`src/rtl/cache_mux_types.sv`:
```
// Shared cache-datapath types: mux selects used by the cache datapaths and
// the physical-memory arbiter's state encoding and one-hot grant values.
package cache_mux_types;

  // Cache datapath selects.
  typedef enum logic [1:0] {
    WDATA_SEL_CPU  = 2'b00,
    WDATA_SEL_PMEM = 2'b01,
    WDATA_SEL_HOLD = 2'b10
  } wdata_mux_sel_t;

  typedef enum logic {
    PADDR_SEL_CPU = 1'b0,
    PADDR_SEL_TAG = 1'b1
  } pmem_addr_mux_sel_t;

  // Arbiter FSM: DONE is a one-cycle guard between a response and the next
  // arbitration, so a request still held at the response edge is not re-served.
  typedef enum logic [1:0] {
    IDLE    = 2'b00,
    I_SERVE = 2'b01,
    D_SERVE = 2'b10,
    DONE    = 2'b11
  } pmem_arb_state_t;

  // One-hot owner of the memory port.
  localparam logic [1:0] GRANT_NONE = 2'b00;
  localparam logic [1:0] GRANT_I    = 2'b01;
  localparam logic [1:0] GRANT_D    = 2'b10;

  // Pending requests seen by the winner selector.
  typedef struct packed {
    logic d_req;
    logic i_req;
  } pmem_arb_req_t;

  // True while a cache owns the memory port.
  function automatic logic is_serving(input pmem_arb_state_t s);
    return (s == I_SERVE) || (s == D_SERVE);
  endfunction

endpackage

```
`src/rtl/pmem_arbiter_if.sv`:
```
// Bundle between the I-cache, the D-cache, the cacheline adaptor and the
// arbiter. The arbiter takes the slave view; the caches/adaptor side
// (or a testbench standing in for them) takes the master view.
interface pmem_arbiter_if #(
  parameter int ADDR_W = 32,
  parameter int LINE_W = 256
);
  // I-cache side
  logic              i_read;
  logic [ADDR_W-1:0] i_address;
  logic [LINE_W-1:0] i_rdata;
  logic              i_resp;
  // D-cache side
  logic              d_read;
  logic              d_write;
  logic [ADDR_W-1:0] d_address;
  logic [LINE_W-1:0] d_wdata;
  logic [LINE_W-1:0] d_rdata;
  logic              d_resp;
  // Cacheline adaptor side
  logic              pmem_read;
  logic              pmem_write;
  logic [ADDR_W-1:0] pmem_address;
  logic [LINE_W-1:0] pmem_wdata;
  logic [LINE_W-1:0] pmem_rdata;
  logic              pmem_resp;
  // Current owner
  logic [1:0]        grant;

  modport slave (
    input  i_read, i_address,
    input  d_read, d_write, d_address, d_wdata,
    input  pmem_rdata, pmem_resp,
    output i_rdata, i_resp,
    output d_rdata, d_resp,
    output pmem_read, pmem_write, pmem_address, pmem_wdata,
    output grant
  );

  modport master (
    output i_read, i_address,
    output d_read, d_write, d_address, d_wdata,
    output pmem_rdata, pmem_resp,
    input  i_rdata, i_resp,
    input  d_rdata, d_resp,
    input  pmem_read, pmem_write, pmem_address, pmem_wdata,
    input  grant
  );

endinterface

```
`src/rtl/pmem_arb_select.sv`:
```
// Winner selection for the physical-memory arbiter (purely combinational).
// Build option PMEM_ARB_ROUND_ROBIN_EN: when defined, a collision goes to the
// requester that was not granted last; when undefined, D always beats I and
// the last-grant input is ignored.
module pmem_arb_select
  import cache_mux_types::*;
(
  input  pmem_arb_req_t i_reqs,
  input  logic          i_last_d,  // 1: D was granted last, 0: I was
  output logic [1:0]    o_winner
);

`ifdef PMEM_ARB_ROUND_ROBIN_EN

  // Alternate owners on a collision; a lone requester always wins.
  always_comb begin
    // NOTE: default first so every path assigns o_winner and no latch is inferred.
    o_winner = GRANT_NONE;
    if (i_reqs.i_req && i_reqs.d_req) begin
      o_winner = i_last_d ? GRANT_I : GRANT_D;
    end else if (i_reqs.d_req) begin
      o_winner = GRANT_D;
    end else if (i_reqs.i_req) begin
      o_winner = GRANT_I;
    end
  end

`else

  // Fixed priority has no history to consult.
  logic w_unused_last_d;
  assign w_unused_last_d = i_last_d;

  // Fixed priority: D over I.
  always_comb begin
    o_winner = GRANT_NONE;
    if (i_reqs.d_req) begin
      o_winner = GRANT_D;
    end else if (i_reqs.i_req) begin
      o_winner = GRANT_I;
    end
  end

`endif

endmodule

```
`src/rtl/pmem_arbiter.sv`:
```
// Physical-memory arbiter: shares one cacheline adaptor between the I-cache
// (fills only) and the D-cache (fills and writebacks). A transaction is
// IDLE -> *_SERVE -> DONE -> IDLE; all pmem request fields are registered at
// the grant edge and held until the adaptor responds.
// Build option PMEM_ARB_ROUND_ROBIN_EN selects round-robin collision handling
// (with a last-grant register); without it, D has fixed priority over I.
module pmem_arbiter
  import cache_mux_types::*;
#(
  parameter int ADDR_W = 32,
  parameter int LINE_W = 256
) (
  input  logic           clk,
  input  logic           rst,   // asynchronous, active low
  pmem_arbiter_if.slave  bus
);

  pmem_arb_state_t   r_state;
  logic              r_pmem_read;
  logic              r_pmem_write;
  logic [ADDR_W-1:0] r_pmem_address;
  logic [LINE_W-1:0] r_pmem_wdata;
  logic [1:0]        r_grant;

  pmem_arb_req_t     w_reqs;
  logic [1:0]        w_winner;
  logic              w_last_d;
  logic              w_arbitrate;

  // A D request is either a fill or a writeback.
  assign w_reqs.i_req = bus.i_read;
  assign w_reqs.d_req = bus.d_read | bus.d_write;

  // Arbitration only happens in IDLE; DONE deliberately ignores requests.
  assign w_arbitrate = (r_state == IDLE) && (w_winner != GRANT_NONE);

  pmem_arb_select u_select (
    .i_reqs   (w_reqs),
    .i_last_d (w_last_d),
    .o_winner (w_winner)
  );

`ifdef PMEM_ARB_ROUND_ROBIN_EN

  logic r_last_d;

  // Remember who won the most recent grant; reset leaves I as last.
  always_ff @(posedge clk or negedge rst) begin
    if (!rst) begin
      r_last_d <= 1'b0;
    end else if (w_arbitrate) begin
      r_last_d <= (w_winner == GRANT_D);
    end
  end

  assign w_last_d = r_last_d;

`else

  assign w_last_d = 1'b0;

`endif

  // Transaction FSM with registered pmem request fields and grant.
  always_ff @(posedge clk or negedge rst) begin
    if (!rst) begin
      // NOTE: the latched address/data are reset as well, so every pmem output
      // is a known zero while rst is low, even mid-transaction.
      r_state        <= IDLE;
      r_pmem_read    <= 1'b0;
      r_pmem_write   <= 1'b0;
      r_pmem_address <= '0;
      r_pmem_wdata   <= '0;
      r_grant        <= GRANT_NONE;
    end else begin
      // NOTE: non-blocking assignments, so every register here updates from
      // pre-edge values regardless of statement order.
      case (r_state)
        IDLE: begin
          if (w_winner == GRANT_D) begin
            // Both strobes high means writeback: the dirty line must go first.
            r_state        <= D_SERVE;
            r_grant        <= GRANT_D;
            r_pmem_address <= bus.d_address;
            r_pmem_wdata   <= bus.d_wdata;
            r_pmem_write   <= bus.d_write;
            r_pmem_read    <= ~bus.d_write;
          end else if (w_winner == GRANT_I) begin
            r_state        <= I_SERVE;
            r_grant        <= GRANT_I;
            r_pmem_address <= bus.i_address;
            r_pmem_read    <= 1'b1;
            r_pmem_write   <= 1'b0;
          end
        end
        I_SERVE, D_SERVE: begin
          // The request inputs are not looked at here: a requester that drops
          // early still sees its transaction finish.
          if (bus.pmem_resp) begin
            r_state      <= DONE;
            r_grant      <= GRANT_NONE;
            r_pmem_read  <= 1'b0;
            r_pmem_write <= 1'b0;
          end
        end
        DONE: begin
          r_state <= IDLE;
        end
        default: begin
          r_state <= IDLE;
        end
      endcase
    end
  end

  // Adaptor-facing outputs come straight from the latched registers.
  assign bus.pmem_read    = r_pmem_read;
  assign bus.pmem_write   = r_pmem_write;
  assign bus.pmem_address = r_pmem_address;
  assign bus.pmem_wdata   = r_pmem_wdata;
  assign bus.grant        = r_grant;

  // Completion is forwarded in the same cycle only to the current owner; a
  // response arriving in IDLE or DONE reaches nobody.
  assign bus.i_resp  = bus.pmem_resp & is_serving(r_state) & (r_state == I_SERVE);
  assign bus.d_resp  = bus.pmem_resp & is_serving(r_state) & (r_state == D_SERVE);
  assign bus.i_rdata = bus.pmem_rdata;
  assign bus.d_rdata = bus.pmem_rdata;

endmodule

```
`src/flat_wrapper.sv`:
```
// flat-port wrapper written by rule: the top's interface ports become plain ports
module pmem_arbiter_flat import cache_mux_types::*;
#(
  parameter int ADDR_W = 32,
  parameter int LINE_W = 256
)
  (clk, rst, bus_i_read, bus_i_address, bus_d_read, bus_d_write, bus_d_address, bus_d_wdata, bus_pmem_rdata, bus_pmem_resp, bus_i_rdata, bus_i_resp, bus_d_rdata, bus_d_resp, bus_pmem_read, bus_pmem_write, bus_pmem_address, bus_pmem_wdata, bus_grant);
  pmem_arbiter_if #(.ADDR_W(ADDR_W), .LINE_W(LINE_W)) bus_i ();
  input  logic clk;
  input  logic rst;
  input wire logic [$bits(bus_i.i_read)-1:0] bus_i_read;
  input wire logic [$bits(bus_i.i_address)-1:0] bus_i_address;
  input wire logic [$bits(bus_i.d_read)-1:0] bus_d_read;
  input wire logic [$bits(bus_i.d_write)-1:0] bus_d_write;
  input wire logic [$bits(bus_i.d_address)-1:0] bus_d_address;
  input wire logic [$bits(bus_i.d_wdata)-1:0] bus_d_wdata;
  input wire logic [$bits(bus_i.pmem_rdata)-1:0] bus_pmem_rdata;
  input wire logic [$bits(bus_i.pmem_resp)-1:0] bus_pmem_resp;
  output wire logic [$bits(bus_i.i_rdata)-1:0] bus_i_rdata;
  output wire logic [$bits(bus_i.i_resp)-1:0] bus_i_resp;
  output wire logic [$bits(bus_i.d_rdata)-1:0] bus_d_rdata;
  output wire logic [$bits(bus_i.d_resp)-1:0] bus_d_resp;
  output wire logic [$bits(bus_i.pmem_read)-1:0] bus_pmem_read;
  output wire logic [$bits(bus_i.pmem_write)-1:0] bus_pmem_write;
  output wire logic [$bits(bus_i.pmem_address)-1:0] bus_pmem_address;
  output wire logic [$bits(bus_i.pmem_wdata)-1:0] bus_pmem_wdata;
  output wire logic [$bits(bus_i.grant)-1:0] bus_grant;
  assign bus_i.i_read = bus_i_read;
  assign bus_i.i_address = bus_i_address;
  assign bus_i.d_read = bus_d_read;
  assign bus_i.d_write = bus_d_write;
  assign bus_i.d_address = bus_d_address;
  assign bus_i.d_wdata = bus_d_wdata;
  assign bus_i.pmem_rdata = bus_pmem_rdata;
  assign bus_i.pmem_resp = bus_pmem_resp;
  assign bus_i_rdata = bus_i.i_rdata;
  assign bus_i_resp = bus_i.i_resp;
  assign bus_d_rdata = bus_i.d_rdata;
  assign bus_d_resp = bus_i.d_resp;
  assign bus_pmem_read = bus_i.pmem_read;
  assign bus_pmem_write = bus_i.pmem_write;
  assign bus_pmem_address = bus_i.pmem_address;
  assign bus_pmem_wdata = bus_i.pmem_wdata;
  assign bus_grant = bus_i.grant;
  pmem_arbiter #(.ADDR_W(ADDR_W), .LINE_W(LINE_W)) u_core (.clk(clk), .rst(rst), .bus(bus_i));
endmodule
```
`config.mk`:
```
export PLATFORM = sky130hd
export DESIGN_NAME = pmem_arbiter_flat
export DESIGN_NICKNAME = d
export VERILOG_FILES = /design/src/rtl/cache_mux_types.sv /design/src/rtl/pmem_arbiter_if.sv /design/src/rtl/pmem_arb_select.sv /design/src/rtl/pmem_arbiter.sv /design/src/flat_wrapper.sv
export SDC_FILE = /design/constraint.sdc
export NUM_CORES = 1
export LEC_CHECK = 0
export CORE_AREA = 2 2 546 548
export DETAILED_ROUTE_END_ITERATION = 12
export DIE_AREA = 0 0 548 550
export PLACE_DENSITY = 0.31
export SLEW_MARGIN = 20
export SYNTH_ARGS = -nofsm -noshare
export SYNTH_HDL_FRONTEND = slang
export SYNTH_SLANG_ARGS = --single-unit
export TNS_END_PERCENT = 100
```
`constraint.sdc`:
```
create_clock -name clk -period 2.1 [get_ports clk]
set_input_delay 0.525 -clock clk [delete_from_list [all_inputs] [get_ports clk]]
set_output_delay 0.525 -clock clk [all_outputs]
set_load 0.03 [all_outputs]
```
==> out/results.ini <==
[placed_design]
routabilityCongestion=0.752
pre_cts_ws_ns=-0.317
port_buffers=619
place_area_mm2=0.0237
place_hpwl_mm=96.4

[sta]
finalHoldViolations=0
worstMarginPinSlew_ns=0.505
relSlewSlack=0.663
finalCriticalPeriod_ns=2.17
fin_skew_ns=0.0155
post-route-period-util=1.03
worst_slack_ns=-0.0723
max_clock_freq_ghz=0.460
slew_viol_final=0
rsz0062_at_grt=true
setup_viol=2

[clock_network]
clockRootBuffer=clkbuf_16
cts_buffer_depth=3
htreeDepth=2
clock_latency_ns=0.60
cts_tree=built
clkTransAtPathRegs_ns=0.06
clock-sinks=294
numCtsBuffers=43

[critical_path]
rr_worst_depth=7
cp_data_arrival_time_ns=1.65
crit_start=u_core.r_state[0]$_DFFE_PN0P_
rr_startpoint=u_core.r_state[0]$_DFFE_PN0P_
crit_path_start_kind=flip-flop
crit_path_end_kind=output pin
path_class=reg2out
required_ns=1.57
crit_fanout=4

[finish]
design_area_mm2=0.0250
final_nets=2008
area_growth_pct=52.0
drive_gt1_frac=0.373

[power]
ir_drop_uv=508
finalPower_mw=39.7
power.density_mw_per_mm2=1590
leakagePower_nw=10.1

[outcome]
violations=negative setup slack
outcome=finished with violations

[routing]
drt_iter0_markers=393
drc=0
via_per_inst=1.79
ant_nets=0
vias=9675
dr.pass1.iters=4
wl_per_cell_um=20.3
wl_mm=109

[global_routing]
grt-ovfl-total=0
antenna_found_initial=45
grt_pass1_vias=10500
globalRouteTotalUtil=0.0696
grt_first_pass_wirelength_mm=134
grt_start_max_net_pins=65

[synthesis]
ys_ff_latch=294
syn_inst=1226
yosysUniqueCellTypes=23
ys_seq_area_frac=0.447
synth.avg_cell_area_um2=13.4
synth_area_mm2=0.0165
synth_nets=1813
synth_warnings=0

[die]
chipWidth_um=548
die_h_um=550
ios=1388
core_area_mm2=0.296
num_rows=200
dieArea_mm2=0.301
start_util=0.0557

[hold_path]
hold_class=in2async

[run]
cap_violations=0

power breakdown:
group / internal [mW] / switching [mW] / leakage [nW] / total, mW
clock: 4.33 / 3.12 / 0.698 / 7.45
combinational: 9.13 / 12.3 / 5.94 / 21.4
sequential: 8.61 / 2.21 / 3.49 / 10.8
total: 22.1 / 17.6 / 10.1 / 39.7
cells in the final DEF, fill, tap and decap left out, drive strengths merged:
cell	count
a211oi	1
a21oi	2
and2	1
and3	1
buf	184
bufinv	1
clkbuf	59
clkdlybuf4s15	18
clkdlybuf4s50	324
clkinv	13
clkinvlp	5
dfrtp	294
diode	1
dlygate4sd2	174
dlygate4sd3	1
ha	5
inv	4
mux2	261
mux2i	34
nand2	32
nor2	4
nor2b	2
nor3	2
o21ai	33
o31ai	1
worst max-delay path, stage by stage, from the launching register on:
cell and delay (ns):
dfrtp_1 0.38, inv_1 0.15, ha_4 0.23, and3_4 0.14, buf_6 0.13
per-layer routing:
layer,routed length (um),vias up,track usage
li1,-,3959,-
met1,32500,4456,0.0594
met2,52300,959,0.119
met3,19700,299,0.0562
met4,4980,2,0.0283
met5,13,-,0
cells in the mapped netlist, drive strengths merged:
library cell	n	share of area
buf	549	0.27
mux2	261	0.23
a21oi	2	0.00061
nand2	32	0.0073
and2	1	0.00038
and3	1	0.00038
o21ai	33	0.011
nor3	2	0.00061
ha	5	0.0038
nor2b	2	0.00076
dfrtp	294	0.45
inv	2	0.00046
clkbuf	2	0.00046
o31ai	1	0.0013
mux2i	34	0.021
nor2	4	0.0014
a211oi	1	0.00076
cell type report:
class,instances,area (um2)
timing repair buffer,701,6630
fill,34200,271000
tap,3939,4930
clock inverter,21,169
antenna,1,2.50
sequential,294,7360
multi-input combinational,379,4660
clock buffer,59,1260
inverter,2,7.51
path summary, 6_finish.rpt:
path,end,slack [ns]
max in group asynchronous,u_core.bus.pmem_wdata[235]$_DFFE_PN0P_,0.93
min reg2reg,u_core.bus.pmem_address[5]$_DFFE_PN0P_,0.47
min in group clk,u_core.bus.pmem_address[5]$_DFFE_PN0P_,0.47
max reg2reg,u_core.bus.pmem_read$_DFFE_PN0P_,0.23
min,u_core.bus.pmem_wdata[37]$_DFFE_PN0P_,0.46
max,bus_d_resp,-0.07
through the flow:
step                      utilization  TNS [ns]  cells  hold WS (ns)
after global routing           0.0846    -0.331   5395         0.447
after CTS                      0.0846    -0.336   5394         0.415
after floorplan                     -         0   1226         0.229
final                          0.0846    -0.129   5396         0.462
after detailed placement       0.0803    -65.42   5310         0.471
after global placement         0.0803    -66.49   5310         0.466
logic make-up after synthesis:
group | count (synthesis) | synth area share
AO/OA/AOI/OAI | 37 | 0.0134
adder cells (fa/ha/maj) | 5 | 0.00380
buffers and inverters | 553 | 0.271
flip-flops | 294 | 0.447
multiplexers | 295 | 0.254
AND/OR/NAND/NOR | 42 | 0.0108
flip-flops by register name (all words and copies together), names as in the netlist:
register and cells:
u_core.bus.pmem_wdata 256, u_core.bus.pmem_address 32, u_core.bus.grant 2, u_core.r_state 2
u_core.bus.pmem_read 1, u_core.bus.pmem_write 1
timing repair:
action / CTS / global route
pin swaps: 1 / 0
hold endpoints to repair: 23 / 0
resized for setup: 232 / 0
buffers inserted: 3 / 1
hold buffers: 1 / 0
setup endpoints to repair: 194 / 2
(Power assumes the default switching activity.)
